===== src/rtl/rv32i_enc_pkg.sv =====
// Shared definitions for the RV32I field-to-word encoder: format codes, the
// NOP substituted for illegal bundles, and the immediate range limits.
package rv32i_enc_pkg;

    typedef enum logic [2:0] {
        FMT_R = 3'd0,
        FMT_I = 3'd1,
        FMT_S = 3'd2,
        FMT_B = 3'd3,
        FMT_U = 3'd4,
        FMT_J = 3'd5
    } fmt_e;

    localparam logic [31:0] NOP_INSN = 32'h0000_0013;

    localparam int IMM12_MIN = -2048;
    localparam int IMM12_MAX = 2047;
    localparam int IMMB_MIN  = -4096;
    localparam int IMMB_MAX  = 4094;
    localparam int IMMJ_MIN  = -(1 << 20);
    localparam int IMMJ_MAX  = (1 << 20) - 2;

    // Signed range test of a 32-bit two's-complement immediate.
    function automatic logic immInRange(input logic [31:0] imm, input int lo, input int hi);
        return ($signed(imm) >= lo) && ($signed(imm) <= hi);
    endfunction

endpackage


===== src/rtl/insn_field_packer.sv =====
// Combinational packer: assembles an RV32I word from its fields and flags
// bundles whose format or immediate cannot be encoded (those become a NOP).
module insn_field_packer
    import rv32i_enc_pkg::*;
(
    input  logic [2:0]  fmt_i,
    input  logic [6:0]  opcode_i,
    input  logic [2:0]  funct3_i,
    input  logic [6:0]  funct7_i,
    input  logic [4:0]  rd_i,
    input  logic [4:0]  rs1_i,
    input  logic [4:0]  rs2_i,
    input  logic [31:0] imm_i,
    output logic [31:0] insn_o,
    output logic        legal_o
);

    logic [31:0] word;
    logic        legal;

    always_comb begin
        word  = NOP_INSN;
        legal = 1'b0;
        case (fmt_i)
            FMT_R: begin
                word  = {funct7_i, rs2_i, rs1_i, funct3_i, rd_i, opcode_i};
                legal = 1'b1;
            end
            FMT_I: begin
                word  = {imm_i[11:0], rs1_i, funct3_i, rd_i, opcode_i};
                legal = immInRange(imm_i, IMM12_MIN, IMM12_MAX);
            end
            FMT_S: begin
                word  = {imm_i[11:5], rs2_i, rs1_i, funct3_i, imm_i[4:0], opcode_i};
                legal = immInRange(imm_i, IMM12_MIN, IMM12_MAX);
            end
            FMT_B: begin
                word  = {imm_i[12], imm_i[10:5], rs2_i, rs1_i, funct3_i,
                         imm_i[4:1], imm_i[11], opcode_i};
                legal = immInRange(imm_i, IMMB_MIN, IMMB_MAX) && !imm_i[0];
            end
            FMT_U: begin
                word  = {imm_i[31:12], rd_i, opcode_i};
                legal = 1'b1;
            end
            FMT_J: begin
                word  = {imm_i[20], imm_i[10:1], imm_i[11], imm_i[19:12], rd_i, opcode_i};
                legal = immInRange(imm_i, IMMJ_MIN, IMMJ_MAX) && !imm_i[0];
            end
            default: begin
                word  = NOP_INSN;
                legal = 1'b0;
            end
        endcase
    end

    assign insn_o  = legal ? word : NOP_INSN;
    assign legal_o = legal;

endmodule


===== src/rtl/insn_encoder_loader.sv =====
// Encodes RV32I field bundles, buffers the words in a 2-entry FIFO and streams
// them with sequential, wrapping word addresses to an instruction-memory port.
module insn_encoder_loader
    import rv32i_enc_pkg::*;
#(
    parameter logic [31:0] BASE_ADDR = 32'h0000_0000,
    parameter int          DEPTH     = 1024
) (
    input  logic        clk,
    input  logic        reset,
    input  logic        in_valid,
    output logic        in_ready,
    input  logic [2:0]  in_fmt,
    input  logic [6:0]  in_opcode,
    input  logic [2:0]  in_funct3,
    input  logic [6:0]  in_funct7,
    input  logic [4:0]  in_rd,
    input  logic [4:0]  in_rs1,
    input  logic [4:0]  in_rs2,
    input  logic [31:0] in_imm,
    input  logic        addr_clr,
    output logic        out_valid,
    input  logic        out_ready,
    output logic [31:0] out_insn,
    output logic [31:0] out_addr,
    output logic        err,
    output logic        err_sticky
);

    localparam logic [31:0] LAST_ADDR = BASE_ADDR + 32'(4 * (DEPTH - 1));

    logic [31:0] packedInsn;
    logic        packedLegal;

    logic [31:0] mem_q [2];
    logic [31:0] mem_d [2];
    logic        wrPtr_q, wrPtr_d;
    logic        rdPtr_q, rdPtr_d;
    logic [1:0]  count_q, count_d;
    logic [31:0] addr_q, addr_d;
    logic        err_q, err_d;
    logic        errSticky_q, errSticky_d;

    logic push;
    logic pop;

    insn_field_packer u_packer (
        .fmt_i    (in_fmt),
        .opcode_i (in_opcode),
        .funct3_i (in_funct3),
        .funct7_i (in_funct7),
        .rd_i     (in_rd),
        .rs1_i    (in_rs1),
        .rs2_i    (in_rs2),
        .imm_i    (in_imm),
        .insn_o   (packedInsn),
        .legal_o  (packedLegal)
    );

    // Ready depends only on the registered count, so a full FIFO stalls input
    // for one cycle even when the head is being popped.
    assign in_ready  = (count_q != 2'd2);
    assign out_valid = (count_q != 2'd0);
    assign push      = in_valid && in_ready;
    assign pop       = out_valid && out_ready;

    always_comb begin
        mem_d       = mem_q;
        wrPtr_d     = wrPtr_q ^ push;
        rdPtr_d     = rdPtr_q ^ pop;
        count_d     = count_q;
        addr_d      = addr_q;
        err_d       = push && !packedLegal;
        errSticky_d = errSticky_q || (push && !packedLegal);

        if (push) begin
            mem_d[wrPtr_q] = packedInsn;
        end

        case ({push, pop})
            2'b10:   count_d = count_q + 2'd1;
            2'b01:   count_d = count_q - 2'd1;
            default: count_d = count_q;
        endcase

        // A clear wins over the post-pop increment in the same cycle.
        if (addr_clr) begin
            addr_d = BASE_ADDR;
        end else if (pop) begin
            addr_d = (addr_q == LAST_ADDR) ? BASE_ADDR : addr_q + 32'd4;
        end
    end

    always_ff @(posedge clk or posedge reset) begin
        if (reset) begin
            mem_q[0]    <= '0;
            mem_q[1]    <= '0;
            wrPtr_q     <= 1'b0;
            rdPtr_q     <= 1'b0;
            count_q     <= 2'd0;
            addr_q      <= BASE_ADDR;
            err_q       <= 1'b0;
            errSticky_q <= 1'b0;
        end else begin
            mem_q       <= mem_d;
            wrPtr_q     <= wrPtr_d;
            rdPtr_q     <= rdPtr_d;
            count_q     <= count_d;
            addr_q      <= addr_d;
            err_q       <= err_d;
            errSticky_q <= errSticky_d;
        end
    end

    assign out_insn   = mem_q[rdPtr_q];
    assign out_addr   = addr_q;
    assign err        = err_q;
    assign err_sticky = errSticky_q;

endmodule

===== config.mk =====
export PLATFORM = sky130hd
export DESIGN_NAME = insn_encoder_loader
export DESIGN_NICKNAME = d
export VERILOG_FILES = /design/src/rtl/rv32i_enc_pkg.sv /design/src/rtl/insn_field_packer.sv /design/src/rtl/insn_encoder_loader.sv
export SDC_FILE = /design/constraint.sdc
export NUM_CORES = 1
export LEC_CHECK = 0
export ABC_AREA = 1
export CAP_MARGIN = 40
export CORE_MARGIN = 8
export CORE_UTILIZATION = 51
export CTS_CLUSTER_DIAMETER = 30
export DETAILED_ROUTE_END_ITERATION = 12
export PLACE_DENSITY = 0.82
export SLEW_MARGIN = 30
export SYNTH_ARGS = -nofsm -noshare
export SYNTH_HDL_FRONTEND = slang
export SYNTH_SLANG_ARGS = --single-unit

===== constraint.sdc =====
create_clock -name clk -period 4.6 [get_ports clk]
set_input_delay 0.92 -clock clk [delete_from_list [all_inputs] [get_ports clk]]
set_output_delay 0.92 -clock clk [all_outputs]
set_load 0.01 [all_outputs]

After elaboration in Yosys (flattened, before gate mapping)

Cells that the tools add are included.

Input bits: 72
Flip-flop bits (word level): 102

$add $sub $neg: 3
Multiplexer cells: 13
Bitwise logic cells: 4
Reductions and logical operators: 18
$lt $le $gt $ge: 9
Equality and inequality tests: 9

Operator list:

| kind                                                                     | count |
|---|---|
| 32-bit 2-to-1 mux                                                        | 8 |
| 32-bit one-hot mux with 6 select lines                                   | 1 |
| 64-bit bitwise mux                                                       | 1 |
| 32-bit by 3-bit adder with 32-bit output (second input constant)         | 1 |
| 32-bit demux with 1-bit select                                           | 1 |
| 32-bit by 12-bit == test with 1-bit output (second input constant)       | 1 |
| 32-bit by 12-bit >= comparator with 1-bit output (second input constant) | 1 |
| 32-bit by 13-bit >= comparator with 1-bit output (second input constant) | 1 |
| 32-bit by 21-bit >= comparator with 1-bit output (second input constant) | 1 |
| 32-bit by 12-bit <= comparator with 1-bit output (second input constant) | 1 |
| 32-bit by 13-bit <= comparator with 1-bit output (second input constant) | 1 |
| 32-bit by 21-bit <= comparator with 1-bit output (second input constant) | 1 |
| 1-bit logical AND                                                        | 9 |
| 3-bit by 2-bit == test with 1-bit output (second input constant)         | 2 |
| 3-bit == test (second input constant)                                    | 2 |
| 2-bit nonzero test                                                       | 3 |
| 2-bit >= comparator (second input constant)                              | 2 |
| 1-bit inverter with 2-bit output                                         | 2 |
| 1-bit one-hot mux with 4 select lines                                    | 1 |
| 2-bit one-hot mux with 2 select lines                                    | 1 |
| 2-bit OR reduction                                                       | 2 |
| 3-bit by 1-bit == test with 1-bit output (second input constant)         | 1 |
| 3-bit logical NOT                                                        | 1 |
| 2-bit by 1-bit adder with 2-bit output (second input constant)           | 1 |
| other kinds (8)                                                          | 10 |

Logic depth before layout (Yosys ltp)

Gate-level depths: netlist (run 1).

Word-level depth: 7
Mapped depth: 14

By module

A second synthesis (run 1) with hierarchy kept.

Cells, all modules: 887
Area total of the unflattened synthesis: 6274.8 sq um

By module, submodules not included:

| module              | times used | sequential area each (sq um) | cells each | area each (sq um) |
|---|---|---|---|---|
| insn_encoder_loader | 1          | 2502.4                       | 630        | 5104.9 |
| insn_field_packer   | 1          | 0.0                          | 257        | 1169.9 |

Least setup slack after synthesis (run 1)

OpenSTA, ideal clock, no wires.

Kind: input to register
From: input in_imm[22]
To: register mem_q[40] in the netlist's numbering
Stages on the path: 12
Arrival: 1.994 ns
Setup time: 0.066 ns
Slack: 2.541 ns
Path buffers: 1
Cells stage by stage: inv_2 -> nand2_1 -> nor3_1 -> nand3_1 -> o21ai_1 -> nand3_1 -> nand2_1 -> inv_2 -> nand2_4 -> buf_6 -> nand3_1 -> nand2_1

Word-level cells in the longest chain between the ends: 6
Elaborated cells on any way between the ends: 14
Classes of those cells: order compare: 6; mux: 3; reduce/logical: 5

RTL lines:

| element                                                                        | line                                             | source |
|---|---|---|
| start: declaration                                                             | insn_encoder_loader.sv:20                        | `input logic [31:0] in_imm,` |
| 32-bit by 21-bit >= comparator with 1-bit output, or another cell as far along | rv32i_enc_pkg.sv:25                              | `return ($signed(imm) >= lo) && ($signed(imm) <= hi);` |
| 1-bit logical AND                                                              | rv32i_enc_pkg.sv:25                              |  |
| 1-bit logical AND, on equally long branches                                    | insn_field_packer.sv:48, insn_field_packer.sv:40 |  |
| 1-bit one-hot mux with 4 select lines *                                        | insn_field_packer.sv:24                          | `case (fmt_i)` |
| 32-bit 2-to-1 mux *                                                            | insn_field_packer.sv:57                          | `assign insn_o = legal ? word : NOP_INSN;` |
| 64-bit bitwise mux *                                                           | insn_encoder_loader.sv:77                        | `mem_d[wrPtr_q] = packedInsn;` |
| end signal: assignment                                                         | insn_encoder_loader.sv:105                       | `mem_q <= mem_d;` |
| end: declaration                                                               | insn_encoder_loader.sv:35                        | `logic [31:0] mem_q [2];` |

Mark *: on every way between the ends. The rest lies on a longest branch, timed or not.
A chain may end at the register's enable or synchronous reset.

Final worst setup path (run 1)

From: register rdPtr_q
To: output out_insn[9]

Word-level cells in the longest chain between the ends: 4

RTL lines:

| element                                                | line                       | source |
|---|---|---|
| start: declaration                                     | insn_encoder_loader.sv:38  | `logic rdPtr_q, rdPtr_d;` |
| start signal: assignment                               | insn_encoder_loader.sv:107 | `rdPtr_q <= rdPtr_d;` |
| 1-bit inverter with 2-bit output (not written as such) | insn_encoder_loader.sv:115 | `assign out_insn = mem_q[rdPtr_q];` |
| 32-bit 2-to-1 mux (not written as such) (3 in series)  | insn_encoder_loader.sv:115 |  |
| end: declaration                                       | insn_encoder_loader.sv:24  | `output logic [31:0] out_insn,` |

Every way passes these cells. The select of a mux whose other input is x is not followed.

==> reports/results.txt, run 1 <==
Fin Setup TNS: 0 ns
Psw: 0.00124 W
Gr ovfl total: 0
Worst Path Arrival: 2.33 ns
Post-synth EDFFs: 0
Gate Count Post-Synth: 848
DR pass1 iterations: 6
Post-CTS Setup Inserts: 0
Number of global-route vias before repair: 5826
Min Clock Period, post-route: 3.25 ns
H-tree depth: 3
Asr flop ratio synth: 100%
Post-cts resize count: 0
FMAX: 308 MHz
ANT cells: 0
Type of the tightest min-delay check: reg2reg
Register share of total power: 36.9%
Ranking of synthesized cells by area: dfrtp_1, nand2_1, nand3_1, nor2_1, inv_1
I/O pin count: 140
Die W: 124 µm
Final hold vios: 0
CORE AREA: 0.0114 mm²
Final ANT Viol Nets: 0
Worst VDD drop: 0.380 mV
Global-route wire length before repair: 28400 µm
XOR/XNOR share of the synthesized area: 1.48%
Design Area, Final: 0.00766 mm²
Crit Path Max Fanout: 33
Max Slew Vio Count: 0
Via count: 6025
RSZ-0062 raised after global routing: false
Full die area: 0.0153 mm²
DRC: 0
Largest family of logic cells by synthesized area: simple AND/OR/NAND/NOR gates
Area after DPL: 0.00733 mm²
Final setup vio count: 0
WP data required: 3.68 ns
Slew @ Worst Pin: 0.610 ns
Yosys reg bits: 100
CTS root buf: clkbuf_16
Post-synthesis compound-gate area fraction: 5.38%
Mux cell area share after synthesis: 0%
Cts hold-fix bufs: 0
Switching share of total power: 36.1%
Largest net degree at the start of global routing: 64
Worst Clk Skew: 0.00662 ns
Final wirelength: 17300 µm
Top FF cell, synth: dfrtp_1
Fin crit share: 70.7%
Combinational power share: 38.5%
Crit. End Element: output pin
Max Cap Viol: 0
Area leader, netlist: dfrtp_1
Layout cells sized above 1: 6.37%
Reg area: 0.00250 mm²
Syn Area/Cell: 6.99 µm²
CTS tree: built
Synth Area in Adders: 0.844%
CP Class: reg2out
Clock Tree Buf Depth: 2
Post-DR wirelength/cell: 15.5 µm
CP startpoint kind: register
# fillers: 973
Area share of the largest cell type after synthesis: 42.2%
Simple-gate share of the synthesized area: 42.3%
Clock sink total: 100
Yosys cell types: 44
Iter 0 DRT Violations: 637
Site Rows: 39
Post-DP HPWL: 12600 µm
Power Density: 450 mW/mm²
Via density: 5.39
Total GRT Usage: 23.0%
Clock Latency Late Sink: 0.35 ns
Synth Warn #: 0
Initial Util: 52.2%
Initial antenna violation count: 0
PortBufs: 137
Status: finished clean
P_leak: 3.73 nW
Area grow syn2layout: 29.3%
Total CTS buffers: 9
Post-Synthesis Cell Area: 0.00593 mm²
Final RePlAce weighted congestion: 0.963
Nets: 1045
Clk slew on worst S/H paths: 0.07 ns
Clock power share: 24.6%
Floorplan die height: 124 µm
Multi-input logic area: 0.00297 mm²
Max_slew headroom: 59.3%
P_int: 0.00220 W
Register area share after synthesis: 42.2%
[Yosys cell counts, drive strengths merged, types with 2 or more instances]
master,number
nand2,361
dfrtp,100
nand3,85
nor2,76
inv,67
nor3,23
o21ai,21
nand4,19
buf,17
clkbuf,17
a21oi,14
xor2,8
nor4,7
o211ai,5
ha,4
nor3b,3
o22ai,3
a22o,2
clkinv,2
o31ai,2
xnor2,2
[worst max-delay path, stage by stage (launching register included)]
cell,delay (ns)
dfrtp_1,0.33
buf_4,0.36
clkinv_1,0.30
buf_4,0.33
nand2_1,0.10
nand2_1,0.09
clkdlybuf4s50_1,0.49
[metrics by stage]
step	power [W]	setup WS [ns]	util [%]	instances	hold slack (ns)
detailed placement	0.00261	1.33	64.5	1101	0.465
finish	0.00345	1.35	67.4	1117	0.479
CTS	0.00346	1.32	67.4	1117	0.484
floorplan	0.00201	1.06	-	849	0.449
global placement	0.00258	1.39	64.5	1101	0.461
global route	0.00364	1.21	67.4	1117	0.497
[flip-flops by register name, summed over array words and instances, names as in the netlist]
register / cells
mem_q: 64
out_addr: 30
count_q: 2
err: 1
err_sticky: 1
rdPtr_q: 1
wrPtr_q: 1
[cell families after synthesis]
group,Yosys count
adder cells (fa/ha/maj),4
flip-flops,100
buffers and inverters,103
AND/OR/NAND/NOR,576
XOR/XNOR,10
AO/OA/AOI/OAI,54
other,1
[cell type report]
cell class                 instances  area share [%]
clock inverter                     5            1.06
tap                              143            2.33
sequential                       100            32.6
clock buffer                      11            3.30
multi-input combinational        646            38.8
inverter                          69            3.43
timing repair buffer             143            18.5
[layer usage]
layer  part of all wire, %  routed length (µm)  track usage, %  vias up
li1                      -                   -               -     2947
met1                    44                7700            31.6     2783
met2                    46                7970            36.1      268
met3                   7.6                1310            3.67       27
met4                   1.9                 329            8.43        0
met5                     0                   0               0        -
[worst paths after layout]
path                            start     endpoint  slack, ns  cells after the start
min reg2reg                 mem_q[28]    mem_q[28]       0.48                      2
max reg2reg                count_q[0]    mem_q[63]       2.58                      9
min in group asynchronous       reset   count_q[0]       1.00                      2
max in group asynchronous       reset    mem_q[24]       2.80                      3
max                           rdPtr_q  out_insn[9]       1.35                      6
min                         mem_q[28]    mem_q[28]       0.48                      2
[power by group through the flow]
stage | Clock [W] | Sequential [W] | Combinational (W)
after floorplan | 0 | 0.00126 | 0.000757
after global placement | 0 | 0.00127 | 0.00131
after detailed placement | 0 | 0.00128 | 0.00133
after CTS | 0.000852 | 0.00127 | 0.00134
after global routing | 0.000878 | 0.00130 | 0.00146
final | 0.000848 | 0.00127 | 0.00133
[placed cells by master (no fill, tap or decap), types with 11 or more instances in the layout]
cell type        instances
nand2_1                351
clkdlybuf4s50_1        137
dfrtp_1                100
nand3_1                 83
nor2_1                  66
inv_1                   55
nor3_1                  19
nand4_1                 19
o21ai_0                 16
a21oi_1                 14
inv_2                   11
Power figures use the tool's default switching activity.
==> run 2, diff against run 1 <==
==> constraint.sdc (replaced) <==
create_clock -name clk -period 3.1 [get_ports clk]
set_input_delay 0.62 -clock clk [delete_from_list [all_inputs] [get_ports clk]]
set_output_delay 0.62 -clock clk [all_outputs]
set_load 0.01 [all_outputs]
==> reports/results.txt, run 2 (same netlist as run 1, synthesis figures left out) <==
Die W: 124 µm (unchanged)
Min Clock Period, post-route: 2.62 ns
Most used cell, CP: nand2_1
Fin Setup TNS: 0 ns (unchanged)
Clock sink total: 100 (unchanged)
Critical path endpoint: out_insn[22] (was out_insn[9])
Final setup vio count: 0 (unchanged)
CP startpoint: rdPtr_q (unchanged)
Status: finished clean (unchanged)
Slew @ Worst Pin: 0.550 ns (was 0.610 ns)
Internal reg-to-reg setup slack: 1.17 ns (was 2.58 ns)
Critical R2R Capture: out_addr[24] (was mem_q[63])
CP startpoint kind: register (unchanged)
Reg2reg start: out_addr[2] (was count_q[0])
Reg2reg path depth: 10 (was 9)
Final ANT Viol Nets: 0 (unchanged)
Floorplan die height: 124 µm (unchanged)
Most common cell after layout, fill and taps aside: nand2_1 (unchanged)
Psw: 0.00185 W (was 0.00124 W)
DRC: 0 (unchanged)
Worst Path Arrival: 2.00 ns (was 2.33 ns)
Fin crit share: 84.5%
I/O pin count: 140 (unchanged)
Slowest cell on crit path: clkdlybuf4s50_1 (unchanged)
WP data required: 2.48 ns (was 3.68 ns)
Type of the tightest min-delay check: reg2reg (unchanged)
Reg with most FFs: mem_q (unchanged)
Most frequent cells in the layout: nand2_1, clkdlybuf4s50_1, dfrtp_1, nand3_1, nor2_1 (unchanged)
PortBufs: 137 (unchanged)
Clock Latency Late Sink: 0.34 ns (was 0.35 ns)
Iter 0 DRT Violations: 546 (was 637)
Via count: 6072 (was 6025)
Cts hold-fix bufs: 0 (unchanged)
FMAX: 382 MHz
Max Slew Vio Count: 0 (unchanged)
CTS root buf: clkbuf_16 (unchanged)
Nets: 1052 (was 1045)
Switching share of total power: 36.2% (was 36.1%)
Max incr delay on CP: 0.56 ns (was 0.49 ns)
Gr ovfl total: 0 (unchanged)
Total CTS buffers: 9 (unchanged)
P_int: 0.00327 W (was 0.00220 W)
Final RePlAce weighted congestion: 0.966 (was 0.963)
Layout cells sized above 1: 6.83% (was 6.37%)
CORE AREA: 0.0114 mm² (unchanged)
Max reg flops: 64 (unchanged)
Worst VDD drop: 0.570 mV (was 0.380 mV)
Clock power share: 24.3% (was 24.6%)
Post-CTS Setup Inserts: 0 (unchanged)
Crit Path Max Fanout: 26 (was 33)
Post-DR wirelength/cell: 15.6 µm (was 15.5 µm)
Final hold vios: 0 (unchanged)
Area grow syn2layout: 30.6% (was 29.3%)
Clk slew on worst S/H paths: 0.07 ns (about the same)
Max_slew headroom: 63.2% (was 59.3%)
Setup WS post-layout: 0.481 ns (was 1.35 ns)
DR pass1 iterations: 7 (was 6)
Combinational power share: 38.7% (was 38.5%)
Number of global-route vias before repair: 6011 (was 5826)
CP Class: reg2out (unchanged)
Final wirelength: 17500 µm (was 17300 µm)
Max Cap Viol: 0 (unchanged)
Crit-path cells: clkinv_1 -> buf_4 -> nand2_1 -> nand2_1 -> clkdlybuf4s50_1 (was buf_4 -> clkinv_1 -> buf_4 -> nand2_1 -> nand2_1 -> clkdlybuf4s50_1)
Register share of total power: 37.0% (was 36.9%)
Via density: 5.40 (was 5.39)
Crit. End Element: output pin (unchanged)
Power Density: 662 mW/mm² (was 450 mW/mm²)
Initial antenna violation count: 0 (unchanged)
RSZ-0062 raised after global routing: false (unchanged)
CTS tree: built (unchanged)
Dpl ws: 0.314 ns (was 1.33 ns)
Post-cts resize count: 0 (unchanged)
Full die area: 0.0153 mm² (unchanged)
Total GRT Usage: 23.4% (was 23.0%)
Worst Clk Skew: 0.00750 ns (was 0.00662 ns)
Global-route wire length before repair: 28800 µm (was 28400 µm)
Post-DP HPWL: 12800 µm (was 12600 µm)
Initial Util: 52.2% (unchanged)
P_leak: 3.76 nW (was 3.73 nW)
H-tree depth: 3 (unchanged)
Largest net degree at the start of global routing: 62 (was 64)
Clock Tree Buf Depth: 2 (unchanged)
Site Rows: 39 (unchanged)
ANT cells: 0 (unchanged)
==> run 2: how the worst min path moves through the flow <==
stage / cells past startpoint / to / slack [ns] / start
2_1_floorplan: 2 / mem_q[0] / 0.45 / mem_q[0]
3_3_place_gp: 2 / mem_q[9] / 0.46 / mem_q[9]
3_5_place_dp: 2 / mem_q[6] / 0.47 / mem_q[6]
4_1_cts: 2 / mem_q[6] / 0.48 / mem_q[6]
5_1_grt: 2 / mem_q[43] / 0.50 / mem_q[43]
6_report: 2 / mem_q[43] / 0.48 / mem_q[43]
==> run 2: layout make-up <==
| cell class | count | area, µm² |
|---|---|---|
| sequential | 100 | 2500 |
| timing repair buffer | 150 | 1490 |
| inverter | 69 | 264 |
| fill | 1018 | 3630 |
| multi-input combinational | 646 | 2970 |
| clock buffer | 10 | 239 |
| tap | 143 | 179 |
| clock inverter | 6 | 93.8 |
==> run 2: power by group through the flow <==
stage               clock network [W]  registers (W)  logic (W)
floorplan                           0        0.00186    0.00112
finish                        0.00125        0.00189    0.00199
global placement                    0        0.00189    0.00196
global route                  0.00130        0.00194    0.00220
detailed placement                  0        0.00191    0.00199
CTS                           0.00126        0.00189    0.00201
==> run 2: metal layers <==
metal	GRT usage [%]	vias to the layer above	wire length, µm	share of wire (%)
met2	38.6	260	8240	47
met5	0	-	0	0
met4	7.75	0	301	1.7
met1	30.5	2825	7610	44
met3	4.17	26	1340	7.6
li1	-	2961	-	-
==> run 2: through the flow <==
stage | hold slack, ns | instances | util [%] | power (W) | instance area, µm²
5_1_grt | 0.504 | 1124 | 68.1 | 0.00544 | 7740
4_1_cts | 0.483 | 1124 | 68.1 | 0.00516 | 7740
6_report | 0.481 | 1124 | 68.1 | 0.00513 | 7740
2_1_floorplan | 0.449 | 849 | - | 0.00299 | 5940
3_3_place_gp | 0.461 | 1108 | 65.2 | 0.00385 | 7410
3_5_place_dp | 0.465 | 1108 | 65.2 | 0.00390 | 7410
==> run 2: worst max-delay path, delay by kind of cell (launching register included) <==
family                 cells  cell delay, ns
buffers and inverters      3            1.08
DFF                        1            0.38
and+or+nand+nor            2            0.20
==> run 3, diff against run 2 <==
--- a/config.mk
+++ b/config.mk
@@ -8,10 +8,10 @@
 export ABC_AREA = 1
 export CAP_MARGIN = 40
 export CORE_MARGIN = 8
-export CORE_UTILIZATION = 51
+export CORE_UTILIZATION = 46
 export CTS_CLUSTER_DIAMETER = 30
 export DETAILED_ROUTE_END_ITERATION = 12
-export PLACE_DENSITY = 0.82
+export PLACE_DENSITY = 0.78
 export SLEW_MARGIN = 30
 export SYNTH_ARGS = -nofsm -noshare
 export SYNTH_HDL_FRONTEND = slang
==> constraint.sdc (replaced) <==
create_clock -name clk -period 2.2 [get_ports clk]
set_input_delay 0.44 -clock clk [delete_from_list [all_inputs] [get_ports clk]]
set_output_delay 0.44 -clock clk [all_outputs]
set_load 0.01 [all_outputs]
==> reports/results.txt, run 3 (same netlist as run 1, synthesis figures left out) <==
Post-DR wirelength/cell: 15.0 µm (was 15.6 µm)
Post-DP HPWL: 13700 µm (was 12800 µm)
Crit. End Element: output pin (unchanged)
Die W: 130 µm (was 124 µm)
Reg with most FFs: mem_q (unchanged)
Max Cap Viol: 0 (unchanged)
Largest net degree at the start of global routing: 38 (was 62)
Max Slew Vio Count: 0 (unchanged)
Min Clock Period, post-route: 2.16 ns
Final hold vios: 0 (unchanged)
Site Rows: 41 (was 39)
CTS root buf: clkbuf_16 (unchanged)
Nets: 1102 (was 1052)
Global-route wire length before repair: 29400 µm (was 28800 µm)
Clk slew on worst S/H paths: 0.07 ns (about the same)
CP Class: reg2out (unchanged)
ANT cells: 0 (unchanged)
# fillers: 1109 (was 1018)
Post-CTS Setup Inserts: 0 (unchanged)
Final setup vio count: 0 (unchanged)
Power Density: 875 mW/mm² (was 662 mW/mm²)
Total CTS buffers: 9 (unchanged)
Fin Setup TNS: 0 ns (unchanged)
Reg2reg start: out_addr[2] (unchanged)
CP startpoint: rdPtr_q (unchanged)
P_leak: 4.45 nW (was 3.76 nW)
FMAX: 464 MHz
DRC: 0 (unchanged)
Gr ovfl total: 0 (unchanged)
Slew @ Worst Pin: 0.502 ns (was 0.550 ns)
Final RePlAce weighted congestion: 1.02 (was 0.966)
Area grow syn2layout: 39.6% (was 30.6%)
H-tree depth: 3 (unchanged)
CP startpoint kind: register (unchanged)
Type of the tightest min-delay check: in2async (was reg2reg)
Worst Path Arrival: 1.72 ns (was 2.00 ns)
Total GRT Usage: 21.8% (was 23.4%)
Clock sink total: 100 (unchanged)
Via count: 6170 (was 6072)
Full die area: 0.0168 mm² (was 0.0153 mm²)
Via density: 5.13 (was 5.40)
Crit Path Max Fanout: 13 (was 26)
Max_slew headroom: 66.5% (was 63.2%)
Worst VDD drop: 0.531 mV (was 0.570 mV)
Final wirelength: 18100 µm (was 17500 µm)
Floorplan die height: 130 µm (was 124 µm)
PortBufs: 137 (unchanged)
Clock Latency Late Sink: 0.34 ns (about the same)
Worst Clk Skew: 0.00695 ns (was 0.00750 ns)
DR pass1 iterations: 6 (was 7)
Most common cell after layout, fill and taps aside: nand2_1 (unchanged)
Fin crit share: 98.0%
Status: finished clean (unchanged)
CTS tree: built (unchanged)
Most frequent cells in the layout: nand2_1, clkdlybuf4s50_1, dfrtp_1, nand3_1, nor2_1 (unchanged)
I/O pin count: 140 (unchanged)
Cts hold-fix bufs: 0 (unchanged)
Clock Tree Buf Depth: 2 (unchanged)
Max reg flops: 64 (unchanged)
Initial Util: 47.0% (was 52.2%)
Area after DPL: 0.00788 mm² (was 0.00741 mm²)
Iter 0 DRT Violations: 586 (was 546)
Layout cells sized above 1: 11.4% (was 6.83%)
Number of global-route vias before repair: 5958 (was 6011)
WP data required: 1.76 ns (was 2.48 ns)
Final ANT Viol Nets: 0 (unchanged)
CORE AREA: 0.0126 mm² (was 0.0114 mm²)
Design Area, Final: 0.00828 mm² (was 0.00774 mm²)
Initial antenna violation count: 0 (unchanged)
run 3: cell count changes in the layout (fill, tap and decap cells not counted), sizes merged:
| cell | before | now |
|---|---|---|
| buf | 13 | 63 |
| bufinv | 2 | 1 |
| clkbuf | 10 | 13 |
| clkdlybuf4s50 | 137 | 108 |
| clkinv | 3 | 2 |
| clkinvlp | 2 | 3 |
| dlymetal6s2s | 0 | 29 |
| inv | 68 | 66 |
run 3: metrics by stage:
| stage | util [%] | setup WS (ns) | instances | total power, W | hold slack (ns) |
|---|---|---|---|---|---|
| 5_1_grt | 65.6 | -0.000127 | 1203 | 0.00774 | 0.496 |
| 6_report | 65.6 | 0.0436 | 1203 | 0.00725 | 0.477 |
| 3_3_place_gp | 62.5 | -0.163 | 1187 | 0.00564 | 0.461 |
| 2_1_floorplan | - | 0.524 | 849 | 0.00421 | 0.449 |
| 4_1_cts | 64.9 | 0.00288 | 1203 | 0.00733 | 0.483 |
| 3_5_place_dp | 62.5 | -0.220 | 1187 | 0.00570 | 0.465 |
run 3: worst max-delay path: stages, from the launching register on:
cell and delay (ns):
dfrtp_1 0.41, clkinv_1 0.11, buf_6 0.16, nand2_1 0.07, nand2_1 0.08, clkdlybuf4s50_1 0.53
run 3: timing repair:
action	in CTS	in global routing
hold endpoints to repair	0	0
endpoints found under the setup margin	0	32
gates resized for setup	0	34
run 3: path summary, 6_finish.rpt:
path / end / depth (start not counted) / slack, ns
worst max-delay path: out_insn[14] / 5 / 0.04
max in group asynchronous: mem_q[11] / 3 / 1.18
min in group clk: mem_q[50] / 2 / 0.48
worst min-delay path: out_addr[4] / 2 / 0.48
worst max register to register: out_addr[24] / 10 / 0.30
worst min register to register: mem_q[50] / 2 / 0.48
run 3: layer usage:
layer / GRT usage, % / vias to the layer above / wire length, µm
li1: - / 3067 / -
met1: 29.5 / 2841 / 8050
met2: 34.6 / 245 / 8350
met3: 4.60 / 17 / 1450
met4: 6.28 / 0 / 236
met5: 0 / - / 0
run 3: area by class of cell:
type                            instances  area (µm²)  area share, %
Tap cell                              172         215           2.60
Sequential cell                       100        2500           30.2
Clock buffer                           13         260           3.14
Clock inverter                          3        45.0          0.544
Inverter                               69         264           3.19
Multi-Input combinational cell        646        2980           36.0
Timing Repair Buffer                  200        2010           24.3
run 3: where the power goes:
part	total, W	switching, W	internal (W)
Sequential	0.00268	0.000306	0.00237
Clock	0.00160	0.000660	0.000945
Combinational	0.00297	0.00165	0.00132
Total	0.00725	0.00261	0.00464
